==> src/rtl/pc_flush_arb_if.sv <==
// Handshake/bus bundle between the commit stage, CSR unit and the PC flush arbiter.
// master = commit/CSR/IFU side, slave = the arbiter.
interface pc_flush_arb_if #(
    parameter int PC_SIZE = 32,
    parameter int CAUSE_W = 5
);
    logic               cmt_vld;
    logic [PC_SIZE-1:0] cmt_pc;
    logic               cmt_rv32;
    logic               excp_req;
    logic [CAUSE_W-1:0] excp_cause;
    logic               alu_flush_req;
    logic [PC_SIZE-1:0] alu_flush_pc;
    logic               mret_req;
    logic [PC_SIZE-1:0] csr_mepc;
    logic [PC_SIZE-1:0] csr_mtvec;
    logic               csr_mie;
    logic               irq_req;
    logic [CAUSE_W-1:0] irq_cause;
    logic               flush_rdy;
    logic               flush_vld;
    logic [PC_SIZE-1:0] flush_pc;
    logic               commit_stall;
    logic               wbck_vld;
    logic [PC_SIZE-1:0] wbck_epc;
    logic [CAUSE_W:0]   wbck_cause;
    logic               irq_ack;
    logic               mie_clr;
    logic               mie_set;

    modport master (
        output cmt_vld, cmt_pc, cmt_rv32, excp_req, excp_cause, alu_flush_req, alu_flush_pc,
               mret_req, csr_mepc, csr_mtvec, csr_mie, irq_req, irq_cause, flush_rdy,
        input  flush_vld, flush_pc, commit_stall, wbck_vld, wbck_epc, wbck_cause,
               irq_ack, mie_clr, mie_set
    );

    modport slave (
        input  cmt_vld, cmt_pc, cmt_rv32, excp_req, excp_cause, alu_flush_req, alu_flush_pc,
               mret_req, csr_mepc, csr_mtvec, csr_mie, irq_req, irq_cause, flush_rdy,
        output flush_vld, flush_pc, commit_stall, wbck_vld, wbck_epc, wbck_cause,
               irq_ack, mie_clr, mie_set
    );
endinterface

==> src/rtl/pc_flush_arb.sv <==
// Merges exception/interrupt/mret/jump redirects into one registered flush; decision at commit, outputs next cycle.
// The flush is held (commit stalled) until flush_rdy is sampled high, then the arbiter returns to IDLE.
module pc_flush_arb #(
    parameter int PC_SIZE = 32,
    parameter int CAUSE_W = 5
) (
    input logic           clk,
    input logic           rst_n,
    pc_flush_arb_if.slave bus
);
    typedef enum logic {IDLE, HOLD} state_t;

    state_t             state;
    logic               irq_pend;
    logic [PC_SIZE-1:0] base;
    logic [PC_SIZE-1:0] irq_vec;
    logic [PC_SIZE-1:0] seq_pc;
    logic [PC_SIZE-1:0] irq_epc;
    logic               take_irq;

    always_comb begin
        base     = {bus.csr_mtvec[PC_SIZE-1:2], 2'b00};
        irq_vec  = (bus.csr_mtvec[1:0] == 2'b01) ? base + PC_SIZE'({bus.irq_cause, 2'b00}) : base;
        seq_pc   = bus.cmt_pc + (bus.cmt_rv32 ? PC_SIZE'(4) : PC_SIZE'(2));
        // An interrupt taken on a redirecting instruction must return to where that instruction was going.
        irq_epc  = bus.alu_flush_req ? bus.alu_flush_pc :
                   bus.mret_req      ? bus.csr_mepc     : seq_pc;
        take_irq = irq_pend & bus.csr_mie;
    end

    assign bus.commit_stall = (state == HOLD);

    always_ff @(posedge clk or negedge rst_n) begin
        if (!rst_n) begin
            state          <= IDLE;
            irq_pend       <= 1'b0;
            bus.flush_vld  <= 1'b0;
            bus.flush_pc   <= '0;
            bus.wbck_vld   <= 1'b0;
            bus.wbck_epc   <= '0;
            bus.wbck_cause <= '0;
            bus.irq_ack    <= 1'b0;
            bus.mie_clr    <= 1'b0;
            bus.mie_set    <= 1'b0;
        end else begin
            bus.wbck_vld <= 1'b0;
            bus.irq_ack  <= 1'b0;
            bus.mie_clr  <= 1'b0;
            bus.mie_set  <= 1'b0;
            irq_pend     <= bus.irq_ack ? 1'b0 : (irq_pend | (bus.irq_req & bus.csr_mie));
            case (state)
                IDLE: begin
                    if (bus.cmt_vld) begin
                        if (bus.excp_req) begin
                            state          <= HOLD;
                            bus.flush_vld  <= 1'b1;
                            bus.flush_pc   <= base;
                            bus.wbck_vld   <= 1'b1;
                            bus.wbck_epc   <= bus.cmt_pc;
                            bus.wbck_cause <= {1'b0, bus.excp_cause};
                            bus.mie_clr    <= 1'b1;
                        end else if (take_irq) begin
                            state          <= HOLD;
                            bus.flush_vld  <= 1'b1;
                            bus.flush_pc   <= irq_vec;
                            bus.wbck_vld   <= 1'b1;
                            bus.wbck_epc   <= irq_epc;
                            bus.wbck_cause <= {1'b1, bus.irq_cause};
                            bus.irq_ack    <= 1'b1;
                            bus.mie_clr    <= 1'b1;
                        end else if (bus.mret_req) begin
                            state          <= HOLD;
                            bus.flush_vld  <= 1'b1;
                            bus.flush_pc   <= bus.csr_mepc;
                            bus.mie_set    <= 1'b1;
                        end else if (bus.alu_flush_req) begin
                            state          <= HOLD;
                            bus.flush_vld  <= 1'b1;
                            bus.flush_pc   <= bus.alu_flush_pc;
                        end
                    end
                end
                HOLD: begin
                    if (bus.flush_rdy) begin
                        state         <= IDLE;
                        bus.flush_vld <= 1'b0;
                    end
                end
                default: state <= IDLE;
            endcase
        end
    end
endmodule

==> src/flat_wrapper.sv <==
// flat-port wrapper written by rule: the top's interface ports become plain ports
module pc_flush_arb_flat 
#(
    parameter int PC_SIZE = 32,
    parameter int CAUSE_W = 5
)
  (clk, rst_n, bus_cmt_vld, bus_cmt_pc, bus_cmt_rv32, bus_excp_req, bus_excp_cause, bus_alu_flush_req, bus_alu_flush_pc, bus_mret_req, bus_csr_mepc, bus_csr_mtvec, bus_csr_mie, bus_irq_req, bus_irq_cause, bus_flush_rdy, bus_flush_vld, bus_flush_pc, bus_commit_stall, bus_wbck_vld, bus_wbck_epc, bus_wbck_cause, bus_irq_ack, bus_mie_clr, bus_mie_set);
  pc_flush_arb_if #(.PC_SIZE(PC_SIZE), .CAUSE_W(CAUSE_W)) bus_i ();
  input logic clk;
  input logic rst_n;
  input wire logic [$bits(bus_i.cmt_vld)-1:0] bus_cmt_vld;
  input wire logic [$bits(bus_i.cmt_pc)-1:0] bus_cmt_pc;
  input wire logic [$bits(bus_i.cmt_rv32)-1:0] bus_cmt_rv32;
  input wire logic [$bits(bus_i.excp_req)-1:0] bus_excp_req;
  input wire logic [$bits(bus_i.excp_cause)-1:0] bus_excp_cause;
  input wire logic [$bits(bus_i.alu_flush_req)-1:0] bus_alu_flush_req;
  input wire logic [$bits(bus_i.alu_flush_pc)-1:0] bus_alu_flush_pc;
  input wire logic [$bits(bus_i.mret_req)-1:0] bus_mret_req;
  input wire logic [$bits(bus_i.csr_mepc)-1:0] bus_csr_mepc;
  input wire logic [$bits(bus_i.csr_mtvec)-1:0] bus_csr_mtvec;
  input wire logic [$bits(bus_i.csr_mie)-1:0] bus_csr_mie;
  input wire logic [$bits(bus_i.irq_req)-1:0] bus_irq_req;
  input wire logic [$bits(bus_i.irq_cause)-1:0] bus_irq_cause;
  input wire logic [$bits(bus_i.flush_rdy)-1:0] bus_flush_rdy;
  output wire logic [$bits(bus_i.flush_vld)-1:0] bus_flush_vld;
  output wire logic [$bits(bus_i.flush_pc)-1:0] bus_flush_pc;
  output wire logic [$bits(bus_i.commit_stall)-1:0] bus_commit_stall;
  output wire logic [$bits(bus_i.wbck_vld)-1:0] bus_wbck_vld;
  output wire logic [$bits(bus_i.wbck_epc)-1:0] bus_wbck_epc;
  output wire logic [$bits(bus_i.wbck_cause)-1:0] bus_wbck_cause;
  output wire logic [$bits(bus_i.irq_ack)-1:0] bus_irq_ack;
  output wire logic [$bits(bus_i.mie_clr)-1:0] bus_mie_clr;
  output wire logic [$bits(bus_i.mie_set)-1:0] bus_mie_set;
  assign bus_i.cmt_vld = bus_cmt_vld;
  assign bus_i.cmt_pc = bus_cmt_pc;
  assign bus_i.cmt_rv32 = bus_cmt_rv32;
  assign bus_i.excp_req = bus_excp_req;
  assign bus_i.excp_cause = bus_excp_cause;
  assign bus_i.alu_flush_req = bus_alu_flush_req;
  assign bus_i.alu_flush_pc = bus_alu_flush_pc;
  assign bus_i.mret_req = bus_mret_req;
  assign bus_i.csr_mepc = bus_csr_mepc;
  assign bus_i.csr_mtvec = bus_csr_mtvec;
  assign bus_i.csr_mie = bus_csr_mie;
  assign bus_i.irq_req = bus_irq_req;
  assign bus_i.irq_cause = bus_irq_cause;
  assign bus_i.flush_rdy = bus_flush_rdy;
  assign bus_flush_vld = bus_i.flush_vld;
  assign bus_flush_pc = bus_i.flush_pc;
  assign bus_commit_stall = bus_i.commit_stall;
  assign bus_wbck_vld = bus_i.wbck_vld;
  assign bus_wbck_epc = bus_i.wbck_epc;
  assign bus_wbck_cause = bus_i.wbck_cause;
  assign bus_irq_ack = bus_i.irq_ack;
  assign bus_mie_clr = bus_i.mie_clr;
  assign bus_mie_set = bus_i.mie_set;
  pc_flush_arb #(.PC_SIZE(PC_SIZE), .CAUSE_W(CAUSE_W)) u_core (.clk(clk), .rst_n(rst_n), .bus(bus_i));
endmodule
==> config.mk <==
export PLATFORM = sky130hd
export DESIGN_NAME = pc_flush_arb_flat
export DESIGN_NICKNAME = d
export VERILOG_FILES = /design/src/rtl/pc_flush_arb_if.sv /design/src/rtl/pc_flush_arb.sv /design/src/flat_wrapper.sv
export SDC_FILE = /design/constraint.sdc
export NUM_CORES = 1
export LEC_CHECK = 0
export BUFFER_PORTS_ARGS = -buffer_cell sky130_fd_sc_hd__buf_4
export CAP_MARGIN = 20
export CORE_AREA = 3 3 110 165
export DETAILED_ROUTE_END_ITERATION = 12
export DIE_AREA = 0 0 113 168
export GPL_TIMING_DRIVEN = 0
export PLACE_DENSITY = 0.71
export SLEW_MARGIN = 40
export SYNTH_ARGS = -nofsm -noshare
export SYNTH_HDL_FRONTEND = slang
export SYNTH_SLANG_ARGS = --single-unit
==> constraint.sdc <==
create_clock -name clk -period 3.1 [get_ports clk]
set_clock_uncertainty 0.15 [all_clocks]
set_input_delay 0.62 -clock clk [delete_from_list [all_inputs] [get_ports clk]]
set_output_delay 0.62 -clock clk [all_outputs]
set_load 0.02 [all_outputs]
Word-level counts from Yosys, hierarchy flattened
Index checks and enable logic that the tools add are counted.
{"block": "classes", "n_bitwise": 4, "n_addsub": 2, "multipliers": 0, "shift": 0, "div_mod_pow": 0, "n_reduce_logical": 5, "n_mux": 39, "eq_ne": 4, "order_cmp": 0}
{"cell": "two-way mux 32 bit", "count": 9}
{"cell": "adder 32 bit", "count": 1}
{"cell": "adder 32 x 7 -> 32 bit", "count": 1}
{"cell": "two-way mux 1 bit", "count": 25}
{"cell": "two-way mux 6 bit", "count": 2}
{"cell": "AND reduction 3 bit", "count": 3}
{"cell": "inequality test 5 x 4 -> 1 bit, second input constant", "count": 1}
{"cell": "inequality test 2 bit, second input constant", "count": 2}
{"cell": "case mux 1 bit (2 select lines)", "count": 2}
{"cell": "nonzero test 4 bit", "count": 1}
{"cell": "two-way mux 3 bit", "count": 1}
{"cell": "bitwise AND 1 bit", "count": 2}
{"cell": "== test 2 x 1 -> 1 bit, second input constant", "count": 1}
{"cell": "nonzero test 2 bit", "count": 1}
{"cell": "inverter 1 bit", "count": 1}
{"cell": "OR 1 bit", "count": 1}
{"block": "word_totals", "latchBits": 0, "mem_count": 0, "romBits": 0, "word_cells": 63, "regBits": 76, "input_bits": 148, "mem_bits_rw": 0, "output_inout_bits": 76}

Logic depth before layout (Yosys ltp)
{"block": "depth", "depth_word": 6, "depth_mapped": 10, "mapped_depth_nobuf": 10}

Least setup slack after synthesis
OpenSTA, ideal clock, no wires.
{"block": "synth_timing", "kind": "input to register", "startpoint": "input port bus_cmt_rv32", "endpoint": "register u_core.bus.wbck_epc[31]", "n_path_buf": 0, "slack_ps": 97, "cell_stages": 9, "required_time_ps": 2824, "t_arrival_ps": 2727, "setup_time_ps": 126, "path_cell_list": "inv_1 > ha_1 > inv_1 > fa_1 > or4_4 > nor2_4 > nand4_2 > and3_1 > o32a_1"}
{"block": "synth_via", "elab_chain_cells": 6}
{"element": "start: declaration", "line_no": "flat_wrapper.sv:13", "source": "input wire logic [$bits(bus_i.cmt_rv32)-1:0] bus_cmt_rv32;"}
{"element": "two-way mux 3 bit", "line_no": "pc_flush_arb.sv:24", "source": "seq_pc = bus.cmt_pc + (bus.cmt_rv32 ? PC_SIZE'(4) : PC_SIZE'(2));"}
{"element": "adder 32 bit", "line_no": "pc_flush_arb.sv:24"}
{"element": "two-way mux 32 bit", "line_no": "pc_flush_arb.sv:27", "source": "bus.mret_req ? bus.csr_mepc : seq_pc;"}
{"element": "two-way mux 32 bit", "line_no": "pc_flush_arb.sv:26", "source": "irq_epc = bus.alu_flush_req ? bus.alu_flush_pc :"}
{"element": "two-way mux 32 bit", "line_no": "pc_flush_arb.sv:62", "source": "end else if (take_irq) begin"}
{"element": "two-way mux 32 bit", "line_no": "pc_flush_arb.sv:54", "source": "if (bus.excp_req) begin"}
{"element": "end signal: assignment", "line_no": "pc_flush_arb.sv:59", "source": "bus.wbck_epc <= bus.cmt_pc;"}
{"element": "end signal: assignment", "line_no": "pc_flush_arb.sv:67", "source": "bus.wbck_epc <= irq_epc;"}
{"element": "end: declaration", "line_no": "pc_flush_arb_if.sv:41", "source": "output flush_vld, flush_pc, commit_stall, wbck_vld, wbck_epc, wbck_cause,"}
Every way passes these cells. The select of a mux whose other input is x is not followed.
A chain may end at the register's enable or synchronous reset.

Final worst setup path
Ends and elaborated chain as after synthesis.

==> results.md <==
* Outcome: finished clean
* Routed vias/inst at 5.956
* Gate Count Post-Synth at 770
* Primary FF master, synth: dfrtp_1
* Syn_nets at 927
* Worst-margin pin slew at 845.5 ps
* Crit-path max FO at 7
* Global Route Usage Sum at 28.22%
* Initial antenna violation count at 2
* Clock slew at reported path FFs at 70 ps
* RSZ-0062 raised after global routing: no
* CTS sink count at 76
* Ratio of final minimum period to clock period at 94.28%
* Most common cell in the netlist: nand2_1
* Netlist cell types at 70
* DRC Markers at 0
* CP max stage cell: or4_4
* Commonest cells in the netlist: nand2_1 (110), a21oi_1 (88), dfrtp_1 (76)
* Cell taking the most area after synthesis: dfrtp_1
* GR Overflow Total at 0
* Setup crit end kind: flop
* Core ar. at 0.01684 mm^2
* CTS max path bufs at 2
* Initial DRC count at 649
* DR pass1 iterations at 5
* Io pins at approximately 220
* Slew HR at 43.63%
* Post-synth EDFFs at 0
* Worst IR Drop VDD at about 0.32 mV
* Die ar. at 0.01898 mm^2
* LEAKAGE at around 3.6 nW
* Final ANT Viol Nets at 0
* Top cells by area, synth: dfrtp_1 (32%), a21oi_1 (7.5%), nand2_1 (7.0%)
* Worst-path cell chain: buf_4 > inv_1 > ha_1 > inv_1 > fa_2 > or4_4 > nor2_4 > nand4_2 > and3_1 > o32a_1
* Hold Path Class: in2async
* Post-layout min period at ~2900 ps
* Final Max Slew Viols at 0
* Register area share after synthesis at 32.45%
* Most used cell, CP: inv_1
* Worst path required time at ~3200 ps
* Ys async rst share at between 90% and 100%
* Root buffer cell: clkbuf_16
* Initial Util at between 30% and 40%
* Fin. Hold Viols at 0
* Largest net degree at the start of global routing at 77
* WP data arrival at 3010 ps
* Hold Slack at around 150 ps
* Num CTS Buffers at 9
* Clock latency on the worst-skew pair at 350 ps
* P&R area growth vs syn at 38.47%
* Vias in the first global route at 7149
* Net count, final at ~1200
* Routed wire length at 27950 um
* Cell Pwr Density at 536.1 mW/mm^2
* Peak Freq at between 300 and 400 MHz
* Final Util at 48.20%
* PortBufs at 222
* Setup violators final at 0
* Kind of critical path: in2reg
* Die X at 113 um
* Syn_area_per_cell at 7.611 um^2
* Critical path startpoint category: input pin
* CTS tree: yes
* Synth warnings at 0
* Final RePlAce weighted congestion at 0.9823
* Max_cap viols at 0
* DP HPWL at ~22000 um
* Highest cell delay on the worst timing path at around 580 ps
* H-tree levels at 3
* Global-route wire length before repair at ~41000 um
* Layout cells sized above 1 at 26.44%
* Die Height at 168 um
* Flops & latches, synth at 76
* DR vias at 7278
* CTS Hold Bufs at 0
* Std-Cell Rows at 58
* Share of the synthesized area in the top cell type at 32.45%
* Routed wire per std cell at 22.87 um
* Mapped Area at 0.005861 mm^2
[area by class of cell]
class	count	area (um^2)
Sequential cell	76	1902
Multi-Input combinational cell	617	3670
Tap cell	210	262.8
Timing Repair Buffer	224	1685
Clock buffer	9	225.2
Inverter	20	75.07
Buffer	57	222.7
Antenna cell	2	5.005
Clock inverter	7	67.56
Fill cell	1728	8721
[state kept, by name, indices dropped and copies added, names as in the netlist]
register and cells:
u_core.bus.irq_ack 1, u_core.bus.wbck_epc 32, u_core.bus.wbck_cause 6, u_core.irq_pend 1
u_core.bus.flush_pc 32, u_core.bus.flush_vld 1, u_core.bus.wbck_vld 1, u_core.bus.mie_set 1
u_core.bus.commit_stall 1
[through the flow]
step | area, um^2 | total power, mW | worst slack, ps | cells | setup TNS (ps)
floorplan | 5861 | 2.344 | 97.19 | 770 | 0
global placement | 7790 | 3.248 | -240.1 | 1202 | -1440
detailed placement | 7794 | 3.268 | -248.9 | 1202 | -1679
CTS | 8087 | 4.346 | 117.6 | 1218 | 0
global route | 8115 | 4.545 | 51.49 | 1222 | 0
finish | 8115 | 4.350 | 177.3 | 1222 | 0
[worst max-delay path: cells and delay by family]
| kind | cells | cell delay, ps |
|---|---|---|
| AND/OR/NAND/NOR | 4 | 1210 |
| adder cells (fa/ha/maj) | 2 | 580 |
| AO/OA/AOI/OAI | 1 | 320 |
| buffers and inverters | 3 | 280 |
[layout by cell type (no fill, tap or decap), types with 13 or more instances in the layout]
cell type	count
a21oi_1	88
a31oi_1	19
and3_1	13
buf_4	225
clkbuf_1	46
dfrtp_1	76
inv_1	20
mux2i_1	19
nand2_1	110
nand3_1	23
nor2_1	75
o211ai_1	14
o21ai_0	65
o22ai_1	15
[timing repair]
action,4_1_cts,5_1_grt
setup buffers,0,2
resized for setup,0,3
endpoints found under the setup margin,0,3
[metal layers]
layer  vias to the layer above  GRT usage [%]  share of wire (%)
met5                         -              0                  0
met4                         0          17.78                6.7
met3                       114          5.897                8.7
met2                       481          48.30                 49
met1                      3381          31.56                 36
li1                       3302              -                  -
[final timing paths]
path                       slack [ps]                      end                from  cells past startpoint
min                               150  u_core.bus.flush_pc[27]               rst_n                      1
min in group clk                  290          u_core.irq_pend  u_core.bus.irq_ack                      1
min reg2reg                       290          u_core.irq_pend  u_core.bus.irq_ack                      1
max in group asynchronous        2130  u_core.bus.flush_pc[10]               rst_n                      1
max reg2reg                       290  u_core.bus.flush_pc[10]     u_core.irq_pend                      8
max                               180  u_core.bus.wbck_epc[31]        bus_cmt_rv32                     10
[power by group]
group	switching (mW)	internal, mW	leakage [nW]
combinational	1.08	0.754	2.59
clock	0.458	0.619	0.137
sequential	0.172	1.26	0.892
total	1.72	2.64	3.62
[kinds of logic (layout without fill, tap and decap cells)]
family                     after synthesis  count (layout)  synth area share [%]
AOI/OAI and AO/OA                      280             280                 30.27
xor gates and xnor gates                16              16                 2.391
adders and majority gates                9               9                 2.178
buffers and inverters                   77             317                 5.081
DFF                                     76              76                 32.45
muxes                                   23              23                 4.014
other                                    0               2                     0
and+or+nand+nor                        289             289                 23.61
No activity file was read; power rests on OpenSTA's default activity.
